File: src/rtl/fetch_pkg.sv
// ----------------------------------------------------------------------------
// fetch_pkg
// Shared types and constants for the instruction fetch sequencer.
//   fetch_state_e : fetch FSM states (IDLE, REQ, WAIT, HOLD)
//   NOP_INSTR     : canonical RV32 NOP (addi x0, x0, 0), shown to decode
//                   before the first real fetch
//   PC_INC        : sequential PC step for 32-bit instructions
// ----------------------------------------------------------------------------
package fetch_pkg;

    typedef enum logic [1:0] {
        IDLE = 2'd0,
        REQ  = 2'd1,
        WAIT = 2'd2,
        HOLD = 2'd3
    } fetch_state_e;

    localparam logic [31:0] NOP_INSTR = 32'h0000_0013;
    localparam logic [31:0] PC_INC    = 32'd4;

endpackage : fetch_pkg

File: src/rtl/pc_reg_en.sv
// ----------------------------------------------------------------------------
// pc_reg_en
// 32-bit register with load enable and asynchronous active-low reset to a
// parameterised value. Holds the fetch PC.
//   clk   in  1   clock
//   rst_n in  1   asynchronous active-low reset (q <= RESET_VAL)
//   en    in  1   load enable
//   d     in  32  next value, taken when en=1
//   q     out 32  register contents
// ----------------------------------------------------------------------------
module pc_reg_en #(
    parameter logic [31:0] RESET_VAL = 32'h0000_0000
) (
    input  logic        clk,
    input  logic        rst_n,
    input  logic        en,
    input  logic [31:0] d,
    output logic [31:0] q
);

    // NOTE: sequential state is written with non-blocking assignments so every
    // flop samples pre-edge values, independent of block evaluation order.
    always_ff @(posedge clk or negedge rst_n) begin
        if (!rst_n) begin
            q <= RESET_VAL;
        end else if (en) begin
            q <= d;
        end
    end

endmodule : pc_reg_en

File: src/rtl/fetch_sequencer.sv
// ----------------------------------------------------------------------------
// fetch_sequencer
// Owns the fetch PC of a single-issue RV32 core. Issues one instruction
// memory request at a time (req/gnt, then rvalid) and presents the fetched
// word to decode over a valid/ready handshake. Redirects (branch/jump) and
// traps change the next fetch target; a request already issued is never
// retracted, its response is discarded instead.
//
// Configuration macro: MISALIGN_TRAP_EN
//   defined   : a redirect to a non-word-aligned target fetches TRAP_VEC and
//               pulses pc_misaligned for one cycle (unless trap_valid wins)
//   undefined : redirect_pc[1:0] is forced to 2'b00, pc_misaligned tied 0
//
// Ports:
//   clk            in  1   clock
//   rst_n          in  1   asynchronous active-low reset
//   imem_req       out 1   fetch request
//   imem_addr      out 32  fetch address (the fetch PC register)
//   imem_gnt       in  1   request accepted this cycle
//   imem_rvalid    in  1   read data valid
//   imem_rdata     in  32  instruction word
//   if_valid       out 1   instruction available to decode
//   if_pc          out 32  PC of if_instr
//   if_instr       out 32  instruction to decode
//   if_ready       in  1   decode accepts when if_valid=1
//   redirect_valid in  1   branch/jump taken (1-cycle pulse)
//   redirect_pc    in  32  redirect target
//   trap_valid     in  1   trap/exception (1-cycle pulse)
//   pc_misaligned  out 1   misaligned redirect target pulse
// ----------------------------------------------------------------------------
module fetch_sequencer
    import fetch_pkg::*;
#(
    parameter logic [31:0] RESET_PC = 32'h0000_0000,
    parameter logic [31:0] TRAP_VEC = 32'h0000_0100
) (
    input  logic        clk,
    input  logic        rst_n,
    output logic        imem_req,
    output logic [31:0] imem_addr,
    input  logic        imem_gnt,
    input  logic        imem_rvalid,
    input  logic [31:0] imem_rdata,
    output logic        if_valid,
    output logic [31:0] if_pc,
    output logic [31:0] if_instr,
    input  logic        if_ready,
    input  logic        redirect_valid,
    input  logic [31:0] redirect_pc,
    input  logic        trap_valid,
    output logic        pc_misaligned
);

    fetch_state_e state_q, state_d;

    logic [31:0] fetch_pc;
    logic        pc_load;
    logic [31:0] pc_next;

    logic        kill_q, kill_d;
    logic [31:0] pending_q, pending_d;

    logic        capture;
    logic [31:0] if_pc_q, if_instr_q;

    logic        evt;
    logic [31:0] redirect_target;
    logic [31:0] target;

    // ------------------------------------------------------------------
    // Redirect target qualification
    // ------------------------------------------------------------------
`ifdef MISALIGN_TRAP_EN
    logic misalign_d, misalign_q;

    always_comb begin
        redirect_target = (redirect_pc[1:0] != 2'b00) ? TRAP_VEC : redirect_pc;
        // A simultaneous trap overrides the redirect, so no pulse then.
        misalign_d      = redirect_valid && !trap_valid && (redirect_pc[1:0] != 2'b00);
    end

    always_ff @(posedge clk or negedge rst_n) begin
        if (!rst_n) begin
            misalign_q <= 1'b0;
        end else begin
            misalign_q <= misalign_d;
        end
    end

    assign pc_misaligned = misalign_q;
`else
    // Low target bits are dropped; keep them visibly consumed.
    logic unused_pc_bits;
    assign unused_pc_bits  = ^redirect_pc[1:0];
    assign redirect_target = {redirect_pc[31:2], 2'b00};
    assign pc_misaligned   = 1'b0;
`endif

    // Trap outranks redirect when both arrive in the same cycle.
    assign evt    = trap_valid || redirect_valid;
    assign target = trap_valid ? TRAP_VEC : redirect_target;

    // ------------------------------------------------------------------
    // Fetch PC register
    // ------------------------------------------------------------------
    pc_reg_en #(
        .RESET_VAL (RESET_PC)
    ) u_fetch_pc (
        .clk   (clk),
        .rst_n (rst_n),
        .en    (pc_load),
        .d     (pc_next),
        .q     (fetch_pc)
    );

    // ------------------------------------------------------------------
    // FSM state and bookkeeping registers
    // ------------------------------------------------------------------
    always_ff @(posedge clk or negedge rst_n) begin
        if (!rst_n) begin
            state_q   <= IDLE;
            kill_q    <= 1'b0;
            pending_q <= RESET_PC;
        end else begin
            state_q   <= state_d;
            kill_q    <= kill_d;
            pending_q <= pending_d;
        end
    end

    always_ff @(posedge clk or negedge rst_n) begin
        if (!rst_n) begin
            if_pc_q    <= 32'h0000_0000;
            if_instr_q <= NOP_INSTR;
        end else if (capture) begin
            if_pc_q    <= fetch_pc;
            if_instr_q <= imem_rdata;
        end
    end

    // ------------------------------------------------------------------
    // Next-state and output logic
    // ------------------------------------------------------------------
    always_comb begin
        // NOTE: every signal gets a default before the case so no path leaves
        // one unassigned, which would otherwise infer a latch.
        state_d   = state_q;
        pc_load   = 1'b0;
        pc_next   = fetch_pc;
        kill_d    = kill_q;
        pending_d = pending_q;
        capture   = 1'b0;
        imem_req  = 1'b0;
        if_valid  = 1'b0;

        unique case (state_q)
            IDLE: begin
                if (evt) begin
                    pc_load = 1'b1;
                    pc_next = target;
                end
                state_d = REQ;
            end

            REQ: begin
                imem_req = 1'b1;
                // The request stays up at the old address; only remember
                // where to go once its response has been dropped.
                if (evt) begin
                    pending_d = target;
                    kill_d    = 1'b1;
                end
                if (imem_gnt) begin
                    state_d = WAIT;
                end
            end

            WAIT: begin
                if (imem_rvalid) begin
                    if (evt) begin
                        // Fresh target in the response cycle wins over both
                        // the data and any older pending target.
                        pc_load = 1'b1;
                        pc_next = target;
                        kill_d  = 1'b0;
                        state_d = REQ;
                    end else if (kill_q) begin
                        pc_load = 1'b1;
                        pc_next = pending_q;
                        kill_d  = 1'b0;
                        state_d = REQ;
                    end else begin
                        capture = 1'b1;
                        state_d = HOLD;
                    end
                end else if (evt) begin
                    pending_d = target;
                    kill_d    = 1'b1;
                end
            end

            HOLD: begin
                if_valid = 1'b1;
                // A handoff coinciding with a redirect is consumed, but the
                // PC follows the redirect rather than stepping by 4.
                if (evt) begin
                    pc_load = 1'b1;
                    pc_next = target;
                    state_d = REQ;
                end else if (if_ready) begin
                    pc_load = 1'b1;
                    pc_next = fetch_pc + PC_INC;
                    state_d = REQ;
                end
            end

            default: begin
                state_d = IDLE;
            end
        endcase
    end

    assign imem_addr = fetch_pc;
    assign if_pc     = if_pc_q;
    assign if_instr  = if_instr_q;

endmodule : fetch_sequencer

File: config.mk
export PLATFORM = sky130hd
export DESIGN_NAME = fetch_sequencer
export DESIGN_NICKNAME = d
export VERILOG_FILES = /design/src/rtl/fetch_pkg.sv /design/src/rtl/pc_reg_en.sv /design/src/rtl/fetch_sequencer.sv
export SDC_FILE = /design/constraint.sdc
export NUM_CORES = 1
export LEC_CHECK = 0
export ABC_AREA = 1
export CAP_MARGIN = 25
export CORE_MARGIN = 2
export CORE_UTILIZATION = 41
export CTS_CLUSTER_DIAMETER = 80
export CTS_CLUSTER_SIZE = 14
export DETAILED_ROUTE_END_ITERATION = 6
export PLACE_DENSITY_LB_ADDON = 0.08
export SETUP_SLACK_MARGIN = 0.15
export SYNTH_ARGS = -nofsm -noshare
export SYNTH_HDL_FRONTEND = slang
export SYNTH_SLANG_ARGS = --single-unit
File: constraint.sdc
create_clock -name clk -period 2.2 [get_ports clk]
set_input_delay 0.44 -clock clk [delete_from_list [all_inputs] [get_ports clk]]
set_output_delay 0.44 -clock clk [all_outputs]
set_load 0.03 [all_outputs]
Yosys cells after proc, flatten, opt, wreduce, memory -nomap -nowiden
Index checks and enable logic that the tools add are counted.
{ "word_totals": {"word_cells": 57, "output_inout_bits": 99, "register_bits": 131, "in_bits": 71} }
{ "op_classes": {"eq_ne": 9, "n_reduce_logical": 7, "muxes": 34, "addsub": 1} }
{ "ops": {"columns": ["cell", "n"], "rows": [
  ["32-bit 2-to-1 mux", 9],
  ["32-bit case mux with 3 select lines", 1],
  ["32-bit case mux with 2 select lines", 1],
  ["32-bit by 3-bit adder with 32-bit output, second input constant", 1],
  ["1-bit 2-to-1 mux", 14],
  ["2-bit 2-to-1 mux", 6],
  ["2-bit != test, second input constant", 4],
  ["2-bit case mux with 4 select lines", 1],
  ["3-bit != test, second input constant", 2],
  ["6-bit AND reduction", 1],
  ["2-bit == test, second input constant", 2],
  ["1-bit case mux with 3 select lines", 1],
  ["3-bit AND reduction", 1],
  ["3-bit nonzero test", 1],
  ["2-bit by 1-bit == test with 1-bit output, second input constant", 1],
  ["2-bit logical NOT", 1],
  ["1-bit case mux with 2 select lines", 1],
  ["2-bit AND reduction", 1],
  ["2-bit nonzero test", 1],
  ["1-bit logical OR", 1]
]} }

Depth between registers and ports, before layout
{ "logic_depth": {"word_depth": 5, "depth_mapped": 13, "depth_no_buf": 12} }

Modules after synthesis
From an unflattened synthesis, not the netlist that was laid out.
{ "unflattened": {"hier_cells": 1056, "hier_area_um2": 7772.5} }
{ "modules_own_cells": {"columns": ["mod", "area_per_inst_um2", "cells_per_inst", "seq_area_each_um2", "instances"], "rows": [
  ["fetch_sequencer", 6480.0, 920, 2431.1, 1],
  ["pc_reg_en", 1292.5, 136, 800.8, 1]
]} }

Worst setup path after synthesis
OpenSTA, ideal clock, no wires.
{ "synth_timing": {"path_type": "reg-to-reg", "from": "reg state_q[0]", "to": "reg u_fetch_pc.q[14]", "required_time_ns": 2.118, "arrival_time_ns": 1.842, "slack_ns": 0.276, "setup_time_ns": 0.082, "path_buffers": 2, "period_less_slack_ns": 1.924, "path_stages_with_launch": 9, "path_cell_list": "dfrtp_1 -> ha_1 -> buf_2 -> nor2_1 -> inv_1 -> buf_2 -> o2bb2ai_1 -> nor2_1 -> a22oi_2"} }
{ "synth_via": {"elab_chain_cells": 3, "elab_cells_between_ends": 11, "cone_classes": "eq/ne (6); mux (2); reduce/logical (3)"} }
{ "synth_lines": {"columns": ["item", "line_no", "source"], "rows": [
  ["start, declared", "fetch_sequencer.sv:54", "fetch_state_e state_q, state_d;"],
  ["start signal, assigned", "fetch_sequencer.sv:125", "state_q <= state_d;"],
  ["2-bit == test / 2-bit logical NOT (equally long branches)", "fetch_sequencer.sv:156", "unique case (state_q)"],
  ["1-bit case mux with 3 select lines, or another cell as far along", "fetch_sequencer.sv:156", null],
  ["6-bit AND reduction (no line)", null, null],
  ["end signal, assigned", "pc_reg_en.sv:25", "q <= RESET_VAL;"],
  ["end signal, assigned", "pc_reg_en.sv:27", "q <= d;"],
  ["end, declared", "pc_reg_en.sv:18", "output logic [31:0] q"]
]} }
Parallel ways exist; a longest one is shown, timed or not.
A chain may end at the register's enable or synchronous reset.

Worst setup path after layout
{ "layout_timing": {"from": "reg u_fetch_pc.q[7]", "to": "out imem_addr[7]"} }
{ "layout_lines": {"columns": ["item", "line_no", "source"], "rows": [
  ["end, declared", "fetch_sequencer.sv:40", "output logic [31:0] imem_addr,"]
]} }
No word-level cell between the ends.

==> impl_metrics.csv <==
group,metric,value,unit
status,outcome,"finished, final reports clean",
floorplan,die_h,136.1,um
worst_setup_path,cp_num_buf_inv,1,
synthesis,postSynthCellCount,920,
worst_setup_path,start_kind,"flop",
sta,clock.fmax,497.3,MHz
clock_network,cts.sinks,131,
pwr,power_frac_seq,0.300,
route,met3_wirelength,1.496,mm
worst_setup_path,worstPathRequired,1.76,ns
route,final_antenna_net_count,0,
sta,worstMarginPinSlew,0.7128,ns
clock_network,cts_hold_repair.buffers,0,
global_routing,grt_pass1_vias,6172,
final_layout,final_core_util,0.5858,
pwr,comb_power_share,0.484,
pwr,switchingPower,6017,uW
global_routing,groute.usage.overall,0.2308,
synthesis,synth_ff_type,"sky130_fd_sc_hd__dfrtp_1",
pwr,cellLeakagePower,0.004725,uW
clock_network,number_of_h_tree_levels,4,
worst_setup_path,timing.setup.critical_path_class,"reg -> out",
sta,totalNegativeSetupSlack,0,ns
synthesis,netlist-cell-type-count,36,
worst_setup_path,reg2reg_depth,9,
synthesis,library_cell_with_the_largest_summed_area_after_synthesis,"sky130_fd_sc_hd__dfrtp_1",
sta,finalCritPeriodShare,0.9141,
clock_network,cts-resized-gates,15,
place,dpl_worst_slack,-0.05598,ns
route,drtPass1Iterations,5,
floorplan,core_region_area,17180,um2
place,dpl.cell_count,1321,
synthesis,synthMostInstantiatedCell,"sky130_fd_sc_hd__nand2_1",
worst_setup_path,worst_path_dominant_cell_family,"buffers and inverters",
route,post-route-drc-count,0,
worst_setup_path,worstPathArrival,1.57,ns
sta,timing.clock.skew,0.008494,ns
clock_network,clk_lat_worst_skew,0.42,ns
sta,hold_viol,0,
worst_setup_path,r2r_slack,0.29,ns
final_layout,final_non_filler_cell_total,1353,
synthesis,top_cells_by_instance_count_after_synthesis,"273 x sky130_fd_sc_hd__nand2_1, 128 x sky130_fd_sc_hd__dfrtp_1, 114 x sky130_fd_sc_hd__o21ai_0",
worst_setup_path,critical_path.endpoint,"imem_addr[7]",
synthesis,synthesis.yosys.warnings,0,
pwr,internal_power,8004,uW
worst_setup_path,worst_setup_path_end_kind,"output pin",
worst_setup_path,cp_slowest_cell,"sky130_fd_sc_hd__clkdlybuf4s50_1",
pwr,power.density_cell_area,1393,nW/um2
clock_network,tritoncts_clock_tree,"built",
clock_network,clk_path_buf_depth,2,
global_routing,maximum_number_of_pins_on_one_net_before_global_route_repair,132,
final_layout,finalNetCount,1192,
floorplan,ioPinCount,170,
synthesis,postSynthNetCount,997,
synthesis,synth_edf_count,0,
sta,finalWorstPathRequiredPeriod,2.011,ns
final_layout,fill_cells,1597,
pwr,irDropWorstVdd,0.0006310,V
route,maxUsedRoutingLayer,"met4",
floorplan,die_w,136.1,um
sta,timing.final.setup_violations,0,
sta,final_max_slew_viol_count,0,
floorplan,die-area,18540,um2
worst_setup_path,startpoint,"u_fetch_pc.q[7]",
worst_setup_path,worstPathMaxFanout,5,
clock_network,clock_transition_at_the_registers_of_the_reported_paths,0.06,ns
clock_network,cts_setup_buffers,0,
sta,maxSlewHeadroom,0.5248,
global_routing,grt_first_pass_wirelength,32.97,mm
route,drt-total-wl,20.98,mm
pwr,pwr-share-clk,0.215,
global_routing,antenna_found_initial,0,
worst_setup_path,critical_path_depth,1,
worst_setup_path,worst_r2r_startpoint,"state_q[1]",
synthesis,post_synth_main_area_contributors,"sky130_fd_sc_hd__dfrtp_1 45%, sky130_fd_sc_hd__nand2_1 14%, sky130_fd_sc_hd__o21ai_0 8.0%",
route,vias_per_cell,4.936,
synthesis,synth_top_cell_area_share,0.4474,
route,vias,6678,
floorplan,initial_utilization,0.4168,
sta,rsz0062_at_grt,"no",
final_layout,layout-area-overhead-vs-synth,40.55,%
route,detail_route.iter0.violations,417,
route,route.detailed.wl_per_inst,15.51,um
synthesis,synth_area_per_cell,7.782,um2
clock_network,cts-buffers-inserted,17,
synthesis,register_bit_total_from_synthesis,131,
worst_setup_path,r2r_end,"u_fetch_pc.q[5]",
synthesis,synthesis.area,7159,um2
place,post-dp-hpwl,15.34,mm
worst_hold_path,worst_hold_path_type,"in -> async",
route,detailroute.wirelength.met2,8.893,mm
final_layout,drive_above_1_share,0.1374,
global_routing,grt.overflow.total,0,
place,port_buffers,166,
route,wl_met1,10.26,mm
synthesis,seq_area_frac_synth,0.4584,
flow_run,cap_viol_max_count,0,
floorplan,std_cell_rows,48,
final_layout,num_antenna_cells,0,
worst_setup_path,crit_path_largest_cell_delay,0.71,ns
pwr,switching_share,0.4291,
synthesis,synth_async_sr_flop_share,1.000,
clock_network,clockRootBuffer,"sky130_fd_sc_hd__clkbuf_16",
place,routability_congestion,0.9154,
worst_setup_path,path_cells,"clkdlybuf4s50_1",
sta,final_critical_path_setup_slack,0.1890,ns
sta,holdWs,0.1363,ns
## cell usage in the layout (no fill, tap or decap), types with 4 or more instances in the layout
cell type and count:
sky130_fd_sc_hd__nand2_1 272, sky130_fd_sc_hd__clkdlybuf4s50_1 140, sky130_fd_sc_hd__dfrtp_1 128, sky130_fd_sc_hd__o21ai_0 114
sky130_fd_sc_hd__inv_1 93, sky130_fd_sc_hd__nor2_1 71, sky130_fd_sc_hd__nand3_1 54, sky130_fd_sc_hd__buf_4 50
sky130_fd_sc_hd__mux2_2 34, sky130_fd_sc_hd__o2bb2ai_1 23, sky130_fd_sc_hd__a21oi_1 17, sky130_fd_sc_hd__clkbuf_16 17
sky130_fd_sc_hd__dlygate4sd2_1 15, sky130_fd_sc_hd__a21boi_1 9, sky130_fd_sc_hd__dlymetal6s2s_1 9, sky130_fd_sc_hd__a21oi_2 8
sky130_fd_sc_hd__buf_12 8, sky130_fd_sc_hd__a22oi_2 7, sky130_fd_sc_hd__nor2_2 6, sky130_fd_sc_hd__ha_1 6
sky130_fd_sc_hd__o21ai_1 5, sky130_fd_sc_hd__bufinv_16 4
## per-stage QoR
stage               area [um2]  total power, uW
finish                   10060            14020
global route             10060            14930
CTS                      10020            14110
detailed placement        9414            11140
global placement          9414            11020
floorplan                 7159             8285
## sequential cells by signal (all words and copies together), names as in the netlist
| register | flops |
|---|---|
| if_instr | 32 |
| if_pc | 32 |
| kill_q | 1 |
| pending_q | 32 |
| state_q | 2 |
| u_fetch_pc.q | 32 |
## cell families after synthesis
family          share of synthesized area
flops                              0.4584
other cells                     0.0005238
fa+ha+maj                         0.01049
compound gates                     0.1599
mux                               0.05348
xor+xnor                         0.002447
buf+inv                           0.08196
simple gates                       0.2328
## power by group through the flow
stage	combinational [uW]	sequential, uW	clock (uW)
final	6790	4210	3020
after global routing	7390	4340	3190
after CTS	6800	4220	3090
after detailed placement	6870	4270	0
after global placement	6800	4220	0
after floorplan	2780	5500	0
## layout make-up
cell class	count	area, um2	share of cell area
timing repair buffer	222	2181	0.2167
inverter	97	364.1	0.03618
tap	225	281.5	0.02798
sequential	131	3282	0.3262
clock inverter	12	178.9	0.01778
clock buffer	20	446.7	0.04439
multi-input combinational	646	3328	0.3308
## layer usage
layer  GRT usage  up-vias
li1            -     3384
met1      0.3434     3019
met2      0.3364      247
met3     0.04661       28
met4     0.07060        0
met5           0        -
## how the worst min path moves through the flow
stage | from | to | slack, ns | cells past startpoint
2_1_floorplan | rst_n | if_instr[10] | 0.14 | 0
3_3_place_gp | if_pc[12] | if_pc[12] | 0.47 | 2
3_5_place_dp | if_pc[16] | if_pc[16] | 0.47 | 2
4_1_cts | rst_n | if_instr[5] | 0.17 | 2
5_1_grt | rst_n | if_instr[5] | 0.20 | 2
6_report | rst_n | if_instr[5] | 0.14 | 2
Power figures use the tool's default switching activity.
